--- src/rtl/spring_scheduler.sv ---
// Force-pass sequencer: walks the spring table, feeds each spring to an external
// spring unit and accumulates the returned forces per node. Optional watchdog: SPRING_TIMEOUT_EN.
module spring_scheduler #(
    parameter int NUM_SPRINGS   = 8,
    parameter int NUM_NODES     = 8,
    parameter int POSITION_SIZE = 8,
    parameter int VELOCITY_SIZE = 7,
    parameter int FORCE_SIZE    = 5,
    parameter int ACC_SIZE      = 10,
    parameter int TIMEOUT       = 255,
    localparam int SW = (NUM_SPRINGS > 1) ? $clog2(NUM_SPRINGS) : 1,
    localparam int NW = (NUM_NODES > 1) ? $clog2(NUM_NODES) : 1
) (
    input  logic                              clk_in,
    input  logic                              rst_n_in,
    input  logic                              start_in,
    output logic                              busy_out,
    output logic                              done_out,
    output logic [SW-1:0]                     spr_idx_out,
    input  logic [NW-1:0]                     node_a_in,
    input  logic [NW-1:0]                     node_b_in,
    output logic [NW-1:0]                     node_idx_out,
    input  logic signed [POSITION_SIZE-1:0]   pos_x_in,
    input  logic signed [POSITION_SIZE-1:0]   pos_y_in,
    input  logic signed [VELOCITY_SIZE-1:0]   vel_x_in,
    input  logic signed [VELOCITY_SIZE-1:0]   vel_y_in,
    output logic                              spr_valid_out,
    output logic signed [2*POSITION_SIZE-1:0] spr_v1_out,
    output logic signed [2*POSITION_SIZE-1:0] spr_v2_out,
    output logic signed [VELOCITY_SIZE-1:0]   spr_vel1_x_out,
    output logic signed [VELOCITY_SIZE-1:0]   spr_vel1_y_out,
    output logic signed [VELOCITY_SIZE-1:0]   spr_vel2_x_out,
    output logic signed [VELOCITY_SIZE-1:0]   spr_vel2_y_out,
    input  logic                              spr_done_in,
    input  logic signed [FORCE_SIZE-1:0]      spr_fx_in,
    input  logic signed [FORCE_SIZE-1:0]      spr_fy_in,
    input  logic [NW-1:0]                     acc_rd_idx_in,
    output logic signed [ACC_SIZE-1:0]        acc_fx_out,
    output logic signed [ACC_SIZE-1:0]        acc_fy_out,
    output logic                              err_out
);

    // state     | meaning
    // IDLE      | waiting for start_in
    // CLEAR     | zero one accumulator pair per cycle
    // FETCH_SPR | phase 0: address spring table, phase 1: latch endpoints
    // FETCH_A   | phase 0: address node A, phase 1: latch v1/vel1
    // FETCH_B   | phase 0: address node B, phase 1: latch v2/vel2
    // ISSUE     | spr_valid_out for one cycle
    // WAIT      | hold operands until spr_done_in (or watchdog abort)
    // ACC_A     | add force to node A
    // ACC_B     | subtract force from node B, then advance
    // DONE      | done_out pulse
    localparam logic [3:0] IDLE      = 4'd0;
    localparam logic [3:0] CLEAR     = 4'd1;
    localparam logic [3:0] FETCH_SPR = 4'd2;
    localparam logic [3:0] FETCH_A   = 4'd3;
    localparam logic [3:0] FETCH_B   = 4'd4;
    localparam logic [3:0] ISSUE     = 4'd5;
    localparam logic [3:0] WAIT      = 4'd6;
    localparam logic [3:0] ACC_A     = 4'd7;
    localparam logic [3:0] ACC_B     = 4'd8;
    localparam logic [3:0] DONE      = 4'd9;

    // Two guard bits: accumulator minus the most negative force cannot wrap.
    localparam int SUM_W = ((ACC_SIZE > FORCE_SIZE) ? ACC_SIZE : FORCE_SIZE) + 2;
    localparam logic signed [SUM_W-1:0] ACC_MAX = SUM_W'((2 ** (ACC_SIZE - 1)) - 1);
    localparam logic signed [SUM_W-1:0] ACC_MIN = SUM_W'(-(2 ** (ACC_SIZE - 1)));
    localparam logic [SW-1:0] LAST_SPR  = SW'(NUM_SPRINGS - 1);
    localparam logic [NW-1:0] LAST_NODE = NW'(NUM_NODES - 1);

    logic [3:0]                       state;
    logic                             phase;
    logic [SW-1:0]                    spr_idx;
    logic [NW-1:0]                    clr_idx;
    logic [NW-1:0]                    node_a;
    logic [NW-1:0]                    node_b;
    logic signed [POSITION_SIZE-1:0]  v1_x, v1_y, v2_x, v2_y;
    logic signed [VELOCITY_SIZE-1:0]  vel1_x, vel1_y, vel2_x, vel2_y;
    logic signed [FORCE_SIZE-1:0]     force_x, force_y;
    logic                             err;
    logic signed [ACC_SIZE-1:0]       acc_fx [NUM_NODES];
    logic signed [ACC_SIZE-1:0]       acc_fy [NUM_NODES];

    logic                             last_spr;
    logic                             wait_abort;
    logic [NW-1:0]                    acc_node;
    logic signed [SUM_W-1:0]          cur_x, cur_y, add_x, add_y, sum_x, sum_y;
    logic signed [ACC_SIZE-1:0]       sat_x, sat_y;
    logic                             ovf_x, ovf_y;

    assign last_spr = (spr_idx == LAST_SPR);

`ifdef SPRING_TIMEOUT_EN
    localparam int TW = (TIMEOUT > 1) ? $clog2(TIMEOUT + 1) : 1;
    logic [TW-1:0] wait_cnt;

    always_ff @(posedge clk_in or negedge rst_n_in) begin
        if (!rst_n_in) begin
            wait_cnt <= '0;
        end else if (state == ISSUE) begin
            wait_cnt <= TW'(TIMEOUT - 1);
        end else if ((state == WAIT) && (wait_cnt != '0)) begin
            wait_cnt <= wait_cnt - TW'(1);
        end
    end

    assign wait_abort = (state == WAIT) && (wait_cnt == '0);
`else
    // No watchdog in this build: WAIT only leaves on spr_done_in.
    assign wait_abort = (TIMEOUT < 0);
`endif

    always_comb begin
        acc_node = (state == ACC_B) ? node_b : node_a;
        cur_x = {{(SUM_W - ACC_SIZE){acc_fx[acc_node][ACC_SIZE-1]}}, acc_fx[acc_node]};
        cur_y = {{(SUM_W - ACC_SIZE){acc_fy[acc_node][ACC_SIZE-1]}}, acc_fy[acc_node]};
        add_x = {{(SUM_W - FORCE_SIZE){force_x[FORCE_SIZE-1]}}, force_x};
        add_y = {{(SUM_W - FORCE_SIZE){force_y[FORCE_SIZE-1]}}, force_y};
        if (state == ACC_B) begin
            add_x = -add_x;
            add_y = -add_y;
        end
        sum_x = cur_x + add_x;
        sum_y = cur_y + add_y;
        ovf_x = (sum_x > ACC_MAX) || (sum_x < ACC_MIN);
        ovf_y = (sum_y > ACC_MAX) || (sum_y < ACC_MIN);
        sat_x = (sum_x > ACC_MAX) ? ACC_MAX[ACC_SIZE-1:0] :
                (sum_x < ACC_MIN) ? ACC_MIN[ACC_SIZE-1:0] : sum_x[ACC_SIZE-1:0];
        sat_y = (sum_y > ACC_MAX) ? ACC_MAX[ACC_SIZE-1:0] :
                (sum_y < ACC_MIN) ? ACC_MIN[ACC_SIZE-1:0] : sum_y[ACC_SIZE-1:0];
    end

    always_ff @(posedge clk_in or negedge rst_n_in) begin
        if (!rst_n_in) begin
            state   <= IDLE;
            phase   <= 1'b0;
            spr_idx <= '0;
            clr_idx <= '0;
            node_a  <= '0;
            node_b  <= '0;
            v1_x    <= '0;
            v1_y    <= '0;
            v2_x    <= '0;
            v2_y    <= '0;
            vel1_x  <= '0;
            vel1_y  <= '0;
            vel2_x  <= '0;
            vel2_y  <= '0;
            force_x <= '0;
            force_y <= '0;
            err     <= 1'b0;
            for (int i = 0; i < NUM_NODES; i++) begin
                acc_fx[i] <= '0;
                acc_fy[i] <= '0;
            end
        end else begin
            case (state)
                IDLE: begin
                    if (start_in) begin
                        state   <= CLEAR;
                        clr_idx <= '0;
                        err     <= 1'b0;
                    end
                end
                CLEAR: begin
                    acc_fx[clr_idx] <= '0;
                    acc_fy[clr_idx] <= '0;
                    if (clr_idx == LAST_NODE) begin
                        spr_idx <= '0;
                        phase   <= 1'b0;
                        state   <= FETCH_SPR;
                    end else begin
                        clr_idx <= clr_idx + NW'(1);
                    end
                end
                FETCH_SPR: begin
                    if (!phase) begin
                        phase <= 1'b1;
                    end else begin
                        phase  <= 1'b0;
                        node_a <= node_a_in;
                        node_b <= node_b_in;
                        // A spring tied to a single node carries no force.
                        if (node_a_in == node_b_in) begin
                            if (last_spr) begin
                                state <= DONE;
                            end else begin
                                spr_idx <= spr_idx + SW'(1);
                                state   <= FETCH_SPR;
                            end
                        end else begin
                            state <= FETCH_A;
                        end
                    end
                end
                FETCH_A: begin
                    if (!phase) begin
                        phase <= 1'b1;
                    end else begin
                        phase  <= 1'b0;
                        v1_x   <= pos_x_in;
                        v1_y   <= pos_y_in;
                        vel1_x <= vel_x_in;
                        vel1_y <= vel_y_in;
                        state  <= FETCH_B;
                    end
                end
                FETCH_B: begin
                    if (!phase) begin
                        phase <= 1'b1;
                    end else begin
                        phase  <= 1'b0;
                        v2_x   <= pos_x_in;
                        v2_y   <= pos_y_in;
                        vel2_x <= vel_x_in;
                        vel2_y <= vel_y_in;
                        state  <= ISSUE;
                    end
                end
                ISSUE: begin
                    state <= WAIT;
                end
                WAIT: begin
                    if (spr_done_in) begin
                        force_x <= spr_fx_in;
                        force_y <= spr_fy_in;
                        state   <= ACC_A;
                    end else if (wait_abort) begin
                        err <= 1'b1;
                        if (last_spr) begin
                            state <= DONE;
                        end else begin
                            spr_idx <= spr_idx + SW'(1);
                            state   <= FETCH_SPR;
                        end
                    end
                end
                ACC_A: begin
                    acc_fx[node_a] <= sat_x;
                    acc_fy[node_a] <= sat_y;
                    if (ovf_x || ovf_y) begin
                        err <= 1'b1;
                    end
                    state <= ACC_B;
                end
                ACC_B: begin
                    acc_fx[node_b] <= sat_x;
                    acc_fy[node_b] <= sat_y;
                    if (ovf_x || ovf_y) begin
                        err <= 1'b1;
                    end
                    if (last_spr) begin
                        state <= DONE;
                    end else begin
                        spr_idx <= spr_idx + SW'(1);
                        state   <= FETCH_SPR;
                    end
                end
                DONE: begin
                    state <= IDLE;
                end
                default: begin
                    state <= IDLE;
                end
            endcase
        end
    end

    assign busy_out       = (state != IDLE);
    assign done_out       = (state == DONE);
    assign spr_valid_out  = (state == ISSUE);
    assign spr_idx_out    = spr_idx;
    assign node_idx_out   = (state == FETCH_B) ? node_b : node_a;
    assign spr_v1_out     = {v1_x, v1_y};
    assign spr_v2_out     = {v2_x, v2_y};
    assign spr_vel1_x_out = vel1_x;
    assign spr_vel1_y_out = vel1_y;
    assign spr_vel2_x_out = vel2_x;
    assign spr_vel2_y_out = vel2_y;
    assign acc_fx_out     = acc_fx[acc_rd_idx_in];
    assign acc_fy_out     = acc_fy[acc_rd_idx_in];
    assign err_out        = err;

endmodule

--- config.mk ---
export PLATFORM = sky130hd
export DESIGN_NAME = spring_scheduler
export DESIGN_NICKNAME = d
export VERILOG_FILES = /design/src/rtl/spring_scheduler.sv
export SDC_FILE = /design/constraint.sdc
export NUM_CORES = 1
export LEC_CHECK = 0
export ABC_CLOCK_PERIOD_IN_PS = 7640
export CAP_MARGIN = 40
export CORE_UTILIZATION = 56
export DETAILED_ROUTE_END_ITERATION = 7
export HOLD_SLACK_MARGIN = 0.1
export PLACE_DENSITY_LB_ADDON = 0.3
export REMOVE_ABC_BUFFERS = 1
export SYNTH_ARGS = -nofsm -noshare
export SYNTH_HDL_FRONTEND = slang
export SYNTH_SLANG_ARGS = --single-unit
--- constraint.sdc ---
create_clock -name clk_in -period 7.64 [get_ports clk_in]
set_input_delay 0.764 -clock clk_in [delete_from_list [all_inputs] [get_ports clk_in]]
set_output_delay 0.764 -clock clk_in [all_outputs]
set_load 0.01 [all_outputs]
Word-level counts from Yosys, hierarchy flattened --
Index checks and enable logic that the tools add are counted.
Storage, ports and cells: memories kept 0, latch bits 0, ROM bits 0, input bits 53, memory bits (writable) 0, word-level logic and storage cells 159, bits in registers 248
Cells by class: order comparisons 12, shift operators 0, equal/unequal tests 21, $add $sub $neg 6, multiply operators 0, div/mod/pow operators 0, bitwise operators 8, reductions and logical operators 24, muxes and demuxes 55
Operators with widths (count):
- one-hot mux 80 bit (3 select lines) | 2
- bitwise mux 80 bit | 4
- bitwise AND 80 bit | 2
- 2-to-1 mux 10 bit | 15
- binary-select mux 10 bit (select 3 bit) | 4
- demux 10 bit (select 3 bit) | 3
- NOT 80 bit | 1
- one-hot mux 4 bit (9 select lines) | 1
- 2-to-1 mux 4 bit | 8
- adder 10 x 12 -> 12 bit | 2
- > comparator 12 x 10 -> 1 bit, second input constant | 2
- less-than comparator 12 x 10 -> 1 bit, second input constant | 2
- 2-to-1 mux 12 bit | 2
- 2-to-1 mux 3 bit | 8
- negator 5 -> 12 bit | 2
- >= comparator 4 bit, second input constant | 5
- NOT 3 -> 4 bit | 5
- equality test 4 x 3 -> 1 bit, second input constant | 4
- != test 2 bit, second input constant | 8
- less-than comparator 4 x 1 -> 1 bit, second input constant | 3
- AND reduction 2 bit | 5
- one-hot mux 3 bit (3 select lines) | 1
- equality test 4 x 2 -> 1 bit, second input constant | 2
- equality test 4 bit, second input constant | 2
- other kinds (19) | 33

Longest topological paths before layout --
Gate-level depths: netlist of the first run.
word-level depth 12, gate-level depth with buffers 24, gate-level depth less buffers 17

Worst setup path after synthesis of the first run --
Ideal clock, no wire load.
kind reg-to-reg, start register state[1], end register acc_fx[30] (netlist bit), library setup time 0.140 ns, arrival 5.583 ns, cell stages (with the launch flop) 18, required time 7.500 ns, path buffers 3, slack 1.917 ns, path through dfrtp_1 buf_6 nor4b_4 nand2_1 nand2_4 buf_1 mux4_2 mux2_2 ha_1 a2111oi_0 a2111oi_0 or3b_2 a211o_2 and2_4 or2_1 buf_2 a21boi_4 o221ai_1
Between the ends: cells in the longest elaborated chain, start to end 12, elaborated cells between the ends (all ways) 18, classes of those cells 1 x add/sub; 2 x order compare; 3 x eq/ne; 10 x mux; 1 x bitwise; 1 x reduce/logical
RTL lines:
- start, declared | line 72 | logic [3:0] state;
- start signal, assigned | line 136 | state <= IDLE;
- start signal, assigned | line 161 | state <= CLEAR;
- start signal, assigned | line 172 | state <= FETCH_SPR;
- equality test 4 bit | line 115, 120, 158
- 2-to-1 mux 3 bit | line 115 | acc_node = (state == ACC_B) ? node_b : node_a;
- NOT 3 -> 4 bit (not written as such) | line 116 | cur_x = {{(SUM_W - ACC_SIZE){acc_fx[acc_node][ACC_SIZE-1]}}, acc_fx[acc_node]};
- binary-select mux 10 bit (select 3 bit) | line 116
- 2-to-1 mux 10 bit (not written as such) (2 in series) | line 116
- adder 10 x 12 -> 12 bit | line 124 | sum_x = cur_x + add_x;
- less-than comparator 12 x 10 -> 1 bit | line 129 | (sum_x < ACC_MIN) ? ACC_MIN[ACC_SIZE-1:0] : sum_x[ACC_SIZE-1:0];
- 2-to-1 mux 10 bit | line 129
- 2-to-1 mux 10 bit | line 128 | sat_x = (sum_x > ACC_MAX) ? ACC_MAX[ACC_SIZE-1:0] :
- bitwise mux 80 bit, on equally long branches | line 248, 240
- one-hot mux 80 bit (3 select lines) | line 158 | case (state)
- end signal, assigned by index | line 240 | acc_fx[node_a] <= sat_x;
- end signal, assigned by index | line 248 | acc_fx[node_b] <= sat_x;
- end, declared | line 82 | logic signed [ACC_SIZE-1:0] acc_fx [NUM_NODES];
Several ways; a longest one is shown, not always the timed one. The select of a mux whose other input is x is not followed. A chain may end at the register's enable or synchronous reset.

Worst setup path in the final report of the first run --
start register state[0], end register acc_fx[58] (netlist bit)
The elaborated chain is that of the path after synthesis.

==> impl_metrics.toml, run 1 <==
[finish]
fin_util_pct = 67.47
nets = 1738
fillers = 2108
drive_gt1_share_pct = 19.88
syn_to_final_growth_pct = 17.71

[cts]
clkSinkCount = 248
cts_hold_buf = 0
cts_buffers = 28
tritoncts = "built"
postCtsSetupBuffers = 0
cts_max_path_buffers = 3
cts-htree-levels = 1
clkLatencyLatePin_ns = 0.56
cts_resized = 0
clk_pin_slew_worst_paths_ns = 0.06
root_buffer = "clkbuf_16"

[timing]
setup_viol = 0
fmax_ghz = 0.1531
fin_crit_ns = 6.531
finClkSkew_ns = 0.01668
drv_slew = 0
grt_setup_unrepaired = "no"
post-route-period-util_pct = 85.48
worst_slew_pin_slew_ns = 0.9988
slew_headroom_pct = 32.71
fin_setup_tns_ns = 0
final_hold_viol_count = 0

[outcome]
status = "complete, no violations"

[setup_path]
criticalPathCategory = "reg -> reg"
cp_max_fo = 22
crit_chain = "or4b_1 > nand2_2 > nand2_4 > buf_4 > mux4_2 > mux2_2 > ha_1 > a211oi_1 > or2_2 > a2111oi_0 > or3b_2 > a211o_2 > a21oi_4 > o21ai_4 > a21oi_1 > a211oi_1"
worst_ep_arrival_time_ns = 6.95
crit_required_ns = 8.06
path_common_cell = "a211oi_1"
end_kind = "flip-flop"
crit_slowest_cell = "dfrtp_1"
start_kind = "flip-flop"
critPathMaxStageDelay_ns = 0.79

[synth]
synth-main-ff-cell = "dfrtp_1"
synth_edf_count = 0
syn_inst = 1531
seq_area_frac_synth_pct = 39.95
synth_commonest_cells = "dfrtp_1 (248), nand2_1 (199), o21ai_0 (147), mux2_2 (119), a21oi_1 (108)"
yosys.area.top_type = "dfrtp_1"
ys_top_cells_by_area = "dfrtp_1 (40%), mux4_2 (11%), mux2_2 (8.6%), nand2_1 (4.8%), o21ai_0 (4.7%)"
async_flop_share_pct = 100.0
syn_avg_cell_area_um2 = 10.15
synth_area_um2 = 15530
ys_ff_latch = 248
synth_top_area_share_pct = 39.95
synth_warnings = 0
synth.distinct_cells = 88
post-synth-top-count-cell = "dfrtp_1"

[power_and_ir_drop]
power_density_nw_per_um2 = 498.4
p_leak_nw = 7.525
design_power_total_mw = 9.114
vdd_drop_max_uv = 361.9

[placement]
place.port_buffers = 142
place_hpwl_um = 34770
place_congestion = 0.9610

[routing]
drc = 0
via_per_inst = 6.780
first_iter_violations = 1442
postRouteAntennaNets = 0
wl_per_cell_um = 24.48
num_vias = 13850
wl_um = 50010
first_pass_iters = 6

[grt]
grt_pass1_vias = 13950
grt_max_degree = 121
grt_pass1_wl_um = 78300
antenna_found_initial = 1
track_usage_pct = 35.81
gr-total-overflow = 0

[floorplan]
fp-row-count = 60
start_util_pct = 57.32
die-width_um = 168.6
die_h_um = 168.6
core_area_um2 = 27100
io_pins = 143
die_area_um2 = 28410

[run]
maxCapViolations = 0

[worst_hold_path]
min_path_type = "in -> async"
## report_power, final
part | switching [mW] | internal [mW]
Combinational | 3.28 | 2.15
Clock | 0.559 | 0.764
Sequential | 0.545 | 1.81
Total | 4.39 | 4.73
## routing by layer
layer	wire length (µm)	vias to the layer above	GRT usage [%]
li1	-	5948	-
met1	18760	6773	46.04
met2	22280	912	55.53
met3	5785	218	9.142
met4	3187	0	20.20
met5	0	-	0
## critical path: cells and delay by family, from the launching register on
kind	cells	cell delay [ns]
buf+inv	1	0.45
simple gates	5	1.82
mux	2	0.86
compound gates	7	2.14
fa+ha+maj	1	0.29
flops	1	0.79
## logic make-up after synthesis
kind of cell / Yosys count / share of synthesized area (%)
AND/OR/NAND/NOR: 422 / 12.18
XOR/XNOR: 24 / 1.450
buffers and inverters: 135 / 3.657
multiplexers: 209 / 20.71
flip-flops: 248 / 39.95
adder cells (fa/ha/maj): 32 / 2.674
AO/OA/AOI/OAI: 461 / 19.39
## area by class of cell
cell class	count	area, µm²	share of cell area, %
Antenna cell	1	2.502	0.01368
Clock buffer	34	753.2	4.119
Clock inverter	13	132.6	0.7253
Inverter	42	157.7	0.8621
Multi-Input combinational cell	1148	8766	47.94
Sequential cell	248	6206	33.94
Tap cell	372	465.4	2.545
Timing Repair Buffer	185	1803	9.860
## path summary, 6_finish.rpt
path                                    from           endpoint  slack [ns]  depth (start not counted)
setup reg to reg                    state[0]         acc_fx[58]        1.11                         16
max in group asynchronous           rst_n_in         acc_fx[45]        5.93                          2
setup / recovery                    state[0]         acc_fx[58]        1.11                         16
min in group clk_in        spr_vel2_x_out[2]  spr_vel2_x_out[2]        0.50                          1
hold / removal                      rst_n_in  spr_vel2_y_out[4]        0.29                          1
hold reg to reg            spr_vel2_x_out[2]  spr_vel2_x_out[2]        0.50                          1
## registers in the layout, summed over array words and instances, names as in the netlist
name            count
spr_vel2_y_out      7
spr_vel1_x_out      7
acc_fx             80
v1_y                8
clr_idx             3
spr_vel1_y_out      7
v1_x                8
force_y             5
phase               1
acc_fy             80
err_out             1
force_x             5
node_a              3
state               4
v2_y                8
spr_vel2_x_out      7
v2_x                8
spr_idx_out         3
node_b              3
## cell usage in the layout, fill, tap and decap left out, drive strengths merged, types with 23 or more instances in the layout
| cell | Yosys | final |
|---|---|---|
| a21oi | 112 | 112 |
| o21ai | 160 | 160 |
| inv | 42 | 42 |
| dfrtp | 248 | 248 |
| clkbuf | 63 | 34 |
| nand2 | 202 | 202 |
| ha | 30 | 30 |
| mux2 | 119 | 119 |
| buf | 30 | 46 |
| clkdlybuf4s50 | 0 | 139 |
| mux4 | 76 | 76 |
| nor2 | 104 | 104 |
| nor3 | 23 | 23 |
## metrics by stage
| step | setup slack (ns) | cell area (µm²) | std cells | hold WS, ns |
|---|---|---|---|---|
| after floorplan | 1.406 | 15120 | 1438 | 0.4609 |
| after global placement | 1.262 | 17230 | 1981 | 0.4735 |
| after CTS | 1.169 | 18280 | 2041 | 0.3428 |
| after global routing | 0.6554 | 18290 | 2043 | 0.3707 |
| final | 1.109 | 18290 | 2043 | 0.2873 |
| after detailed placement | 1.200 | 17390 | 1994 | 0.4918 |
No activity file was read; power rests on OpenSTA's default activity.
==> run 2: changes to the inputs <==
- GPL_TIMING_DRIVEN: unset -> 1
- PLACE_DENSITY: unset -> 0.87
- PLACE_DENSITY_LB_ADDON: 0.3 -> unset
==> run 2 against run 1 <==
The flow now finishes with violations (design-rule violations); routed wire length increased by 0.79%; non-clock buffer count fell by 8; sequential power hardly changed; fmax decreased by 4.0%; highest routed layer unchanged.
==> impl_metrics.toml, run 2 (synthesis results as in run 1) <==
[floorplan]
fp-row-count = 60
io_pins = 143
die-width_um = 168.6
die_area_um2 = 28410
start_util_pct = 57.32
core_area_um2 = 27100
die_h_um = 168.6

[finish]
final_area_um2 = 18150
n_antenna_cell = 0
drive_gt1_share_pct = 19.19
most-common-layout-cells = "dfrtp_1 (248), nand2_1 (199), o21ai_0 (147), clkdlybuf4s50_1 (139), mux2_2 (119)"
syn_to_final_growth_pct = 16.81
multi_input_area_um2 = 8771
regArea_um2 = 6206
nets = 1729
top_regs = "acc_fx (80), acc_fy (80)"
final_common_cell = "dfrtp_1"
fin_util_pct = 66.96
fillers = 2001

[placement]
place_congestion = 1.020
place_area_um2 = 17300
place.port_buffers = 142
dp_slack_ns = 1.026
place_hpwl_um = 35200

[setup_path]
criticalPathCategory = "reg -> reg"
crit_required_ns = 8.06
end_kind = "flip-flop"
startpoint = "state[0]"
worst_ep_arrival_time_ns = 7.22
reg2reg_from = "state[0]"
start_kind = "flip-flop"
cp_max_fo = 27

[timing]
drv_slew = 0
grt_setup_unrepaired = "no"
holdWs_ns = 0.1968
setup_viol = 0
finClkSkew_ns = 0.01554
slew_headroom_pct = 36.44
fmax_ghz = 0.1470
setup_ws_ns = 0.8373
post-route-period-util_pct = 89.04
final_hold_viol_count = 0
fin_setup_tns_ns = 0
fin_crit_ns = 6.803
worst_slew_pin_slew_ns = 0.9534

[routing]
first_iter_violations = 2158
via_per_inst = 6.878
num_vias = 13990
wl_um = 50410
postRouteAntennaNets = 0
wl_per_cell_um = 24.78
first_pass_iters = 8
drc = 34

[cts]
cts_resized = 0
cts_buffers = 27
cts-htree-levels = 1
postCtsSetupBuffers = 0
cts_hold_buf = 0
cts_max_path_buffers = 3
clkSinkCount = 248
root_buffer = "clkbuf_16"
clkLatencyLatePin_ns = 0.56
clk_pin_slew_worst_paths_ns = 0.07
tritoncts = "built"

[power_and_ir_drop]
power_density_nw_per_um2 = 501.5
p_leak_nw = 7.443
vdd_drop_max_uv = 334.3

[grt]
antenna_found_initial = 0
gr-total-overflow = 0
track_usage_pct = 35.79
grt_max_degree = 157
grt_pass1_wl_um = 78510
grt_pass1_vias = 13950

[outcome]
status = "complete, but fails checks"
failed_checks = "design-rule violations"

[worst_hold_path]
min_path_type = "in -> async"

[run]
maxCapViolations = 0
run 2: stage by stage:
stage               power [mW]  instances
floorplan                5.737       1438
global placement         7.449       1979
detailed placement       7.609       1987
CTS                      8.942       2034
global route             9.557       2034
finish                   9.101       2034
run 2: cell type report:
cell class                 count  area share (%)
clock buffer                  40           4.213
timing repair buffer         177           9.350
sequential                   248           34.20
clock inverter                 7          0.4689
inverter                      42          0.8688
multi-input combinational   1148           48.33
tap                          372           2.565
run 2: metal layers:
metal / vias up / global-route usage (%) / wire, µm / part of all wire, %
met3: 226 / 10.87 / 6919 / 14
met5: - / 0 / 0 / 0
li1: 5922 / - / - / -
met1: 6761 / 45.81 / 18530 / 37
met2: 1080 / 55.75 / 22150 / 44
met4: 0 / 17.23 / 2808 / 5.6
run 2: path summary, 6_finish.rpt:
kind,endpoint,slack (ns),cells after the start
setup / recovery,acc_fx[58],0.84,14
hold / removal,spr_vel1_x_out[2],0.20,1
setup reg to reg,acc_fx[58],0.84,14
hold reg to reg,v2_y[2],0.51,1
max in group asynchronous,force_y[0],6.09,2
min in group clk_in,v2_y[2],0.51,1
run 2: where the power goes:
group / switching (mW) / internal, mW
Combinational: 3.31 / 2.12
Clock: 0.550 / 0.753
Sequential: 0.556 / 1.81
Total: 4.42 / 4.68
run 2: worst max-delay path: stages (launching register included):
cell and delay [ns]:
dfrtp_1 0.63, or4b_1 0.94, nand2_2 0.22, nand2_4 0.33, mux4_2 0.58, mux2_2 0.29, ha_1 0.38, a2111oi_0 0.77
a2111oi_0 0.28, or3b_2 0.54, a211o_2 0.44, a21oi_4 0.50, o21ai_4 0.24, a21oi_1 0.39, a211oi_1 0.13
==> run 3: changes to the inputs <==
- MAX_ROUTING_LAYER: unset -> met4
==> run 3 against run 2 <==
The flow still finishes with violations (design-rule violations); largest cell class unchanged; non-clock buffer count stayed put; largest power group unchanged; critical endpoint unchanged; utilization rose by 0.47 points; global-route usage rose by 2.2 points.
==> impl_metrics.toml, run 3 (synthesis results as in run 1) <==
[placement]
dp_slack_ns = 1.025
place_congestion = 1.008
place.port_buffers = 142
place_area_um2 = 17330
place_hpwl_um = 35490

[grt]
grt_pass1_wl_um = 80650
track_usage_pct = 37.99
gr-total-overflow = 0
grt_max_degree = 124
antenna_found_initial = 0
grt_pass1_vias = 14240

[cts]
cts_buffers = 27
cts_resized = 0
cts_hold_buf = 0
clkLatencyLatePin_ns = 0.54
root_buffer = "clkbuf_16"
clk_pin_slew_worst_paths_ns = 0.07
clkSinkCount = 248
postCtsSetupBuffers = 0
cts_max_path_buffers = 3
cts-htree-levels = 1
tritoncts = "built"

[timing]
fin_setup_tns_ns = 0
setup_ws_ns = 0.8595
slew_headroom_pct = 31.41
setup_viol = 0
holdWs_ns = 0.2787
fin_crit_ns = 6.780
finClkSkew_ns = 0.009330
post-route-period-util_pct = 88.75
fmax_ghz = 0.1475
grt_setup_unrepaired = "no"
drv_slew = 0
final_hold_viol_count = 0
worst_slew_pin_slew_ns = 1.029

[setup_path]
path_common_cell = "a2111oi_0"
crit_slowest_cell = "a2111oi_0"
end_kind = "flip-flop"
criticalPathCategory = "reg -> reg"
reg2reg_from = "state[0]"
startpoint = "state[0]"
worst-path-buf-inv = 1
critPathMaxStageDelay_ns = 0.83
cp_max_fo = 22
cp_top_family = "compound AO/OA/AOI/OAI gates"
worst_ep_arrival_time_ns = 7.19
crit_required_ns = 8.05
crit_chain = "or4b_1 > buf_4 > mux2i_4 > mux2_2 > ha_1 > a2111oi_0 > a2111oi_0 > or3b_2 > a211o_2 > a21oi_4 > o21ai_4 > a21oi_1 > a211oi_1"
start_kind = "flip-flop"

[worst_hold_path]
min_path_type = "in -> async"

[routing]
drc = 10
via_per_inst = 6.945
first_pass_iters = 8
num_vias = 14140
wl_um = 51440
wl_per_cell_um = 25.26
first_iter_violations = 1810
postRouteAntennaNets = 0

[power_and_ir_drop]
design_power_total_mw = 9.288
p_leak_nw = 7.496
vdd_drop_max_uv = 300.0
power_density_nw_per_um2 = 508.3

[floorplan]
start_util_pct = 57.32
io_pins = 143
die-width_um = 168.6
core_area_um2 = 27100
fp-row-count = 60
die_h_um = 168.6
die_area_um2 = 28410

[finish]
n_antenna_cell = 0
drive_gt1_share_pct = 19.65
final_area_um2 = 18270
fillers = 2001
syn_to_final_growth_pct = 17.63
most-common-layout-cells = "dfrtp_1 (248), nand2_1 (199), o21ai_0 (147), clkdlybuf4s50_1 (139), mux2_2 (119)"
final_common_cell = "dfrtp_1"
top_regs = "acc_fx (80), acc_fy (80)"
nets = 1729

[outcome]
status = "complete, but fails checks"
failed_checks = "design-rule violations"

[run]
maxCapViolations = 0
[run 3: cell count changes in the layout (fill, tap and decap cells not counted), sizes merged]
cell      delta
bufinv       +3
inv          +1
clkbuf      -10
clkinv       +5
clkinvlp     +3
[run 3: layout make-up]
| cell class | instances | area (µm²) | share of cell area [%] |
|---|---|---|---|
| Inverter | 42 | 157.7 | 0.8627 |
| Clock inverter | 19 | 246.5 | 1.349 |
| Sequential cell | 248 | 6206 | 33.96 |
| Tap cell | 372 | 465.4 | 2.547 |
| Multi-Input combinational cell | 1148 | 8771 | 48.00 |
| Timing Repair Buffer | 177 | 1740 | 9.524 |
| Clock buffer | 30 | 686.9 | 3.759 |
[run 3: through the flow]
step                instances  utilization [%]
floorplan                1438                -
global placement         1977            63.48
detailed placement       1986            63.93
CTS                      2035            67.37
global route             2036            67.43
finish                   2036            67.43
[run 3: power by group]
group          internal, mW  leakage (nW)  switching (mW)
Clock                 0.823         0.452           0.587
Combinational          2.13          3.82            3.37
Sequential             1.81          3.23           0.573
Total                  4.76          7.50            4.53
[run 3: path summary, 6_finish.rpt]
kind                       cells past startpoint  slack [ns]           endpoint
max                                           13        0.86         acc_fx[58]
min                                            1        0.28  spr_vel1_x_out[2]
max reg2reg                                   13        0.86         acc_fx[58]
min reg2reg                                    2        0.50         acc_fx[41]
max in group asynchronous                      3        6.02         acc_fy[18]
min in group clk_in                            2        0.50         acc_fx[41]
[run 3: routing by layer]
layer	share of wire [%]	routed length, µm	up-vias	global-route usage [%]
met1	36	18320	6824	46.31
li1	-	-	5949	-
met2	45	23300	1074	58.25
met3	12	6378	293	9.586
met5	0	0	-	-
met4	6.7	3441	0	20.75
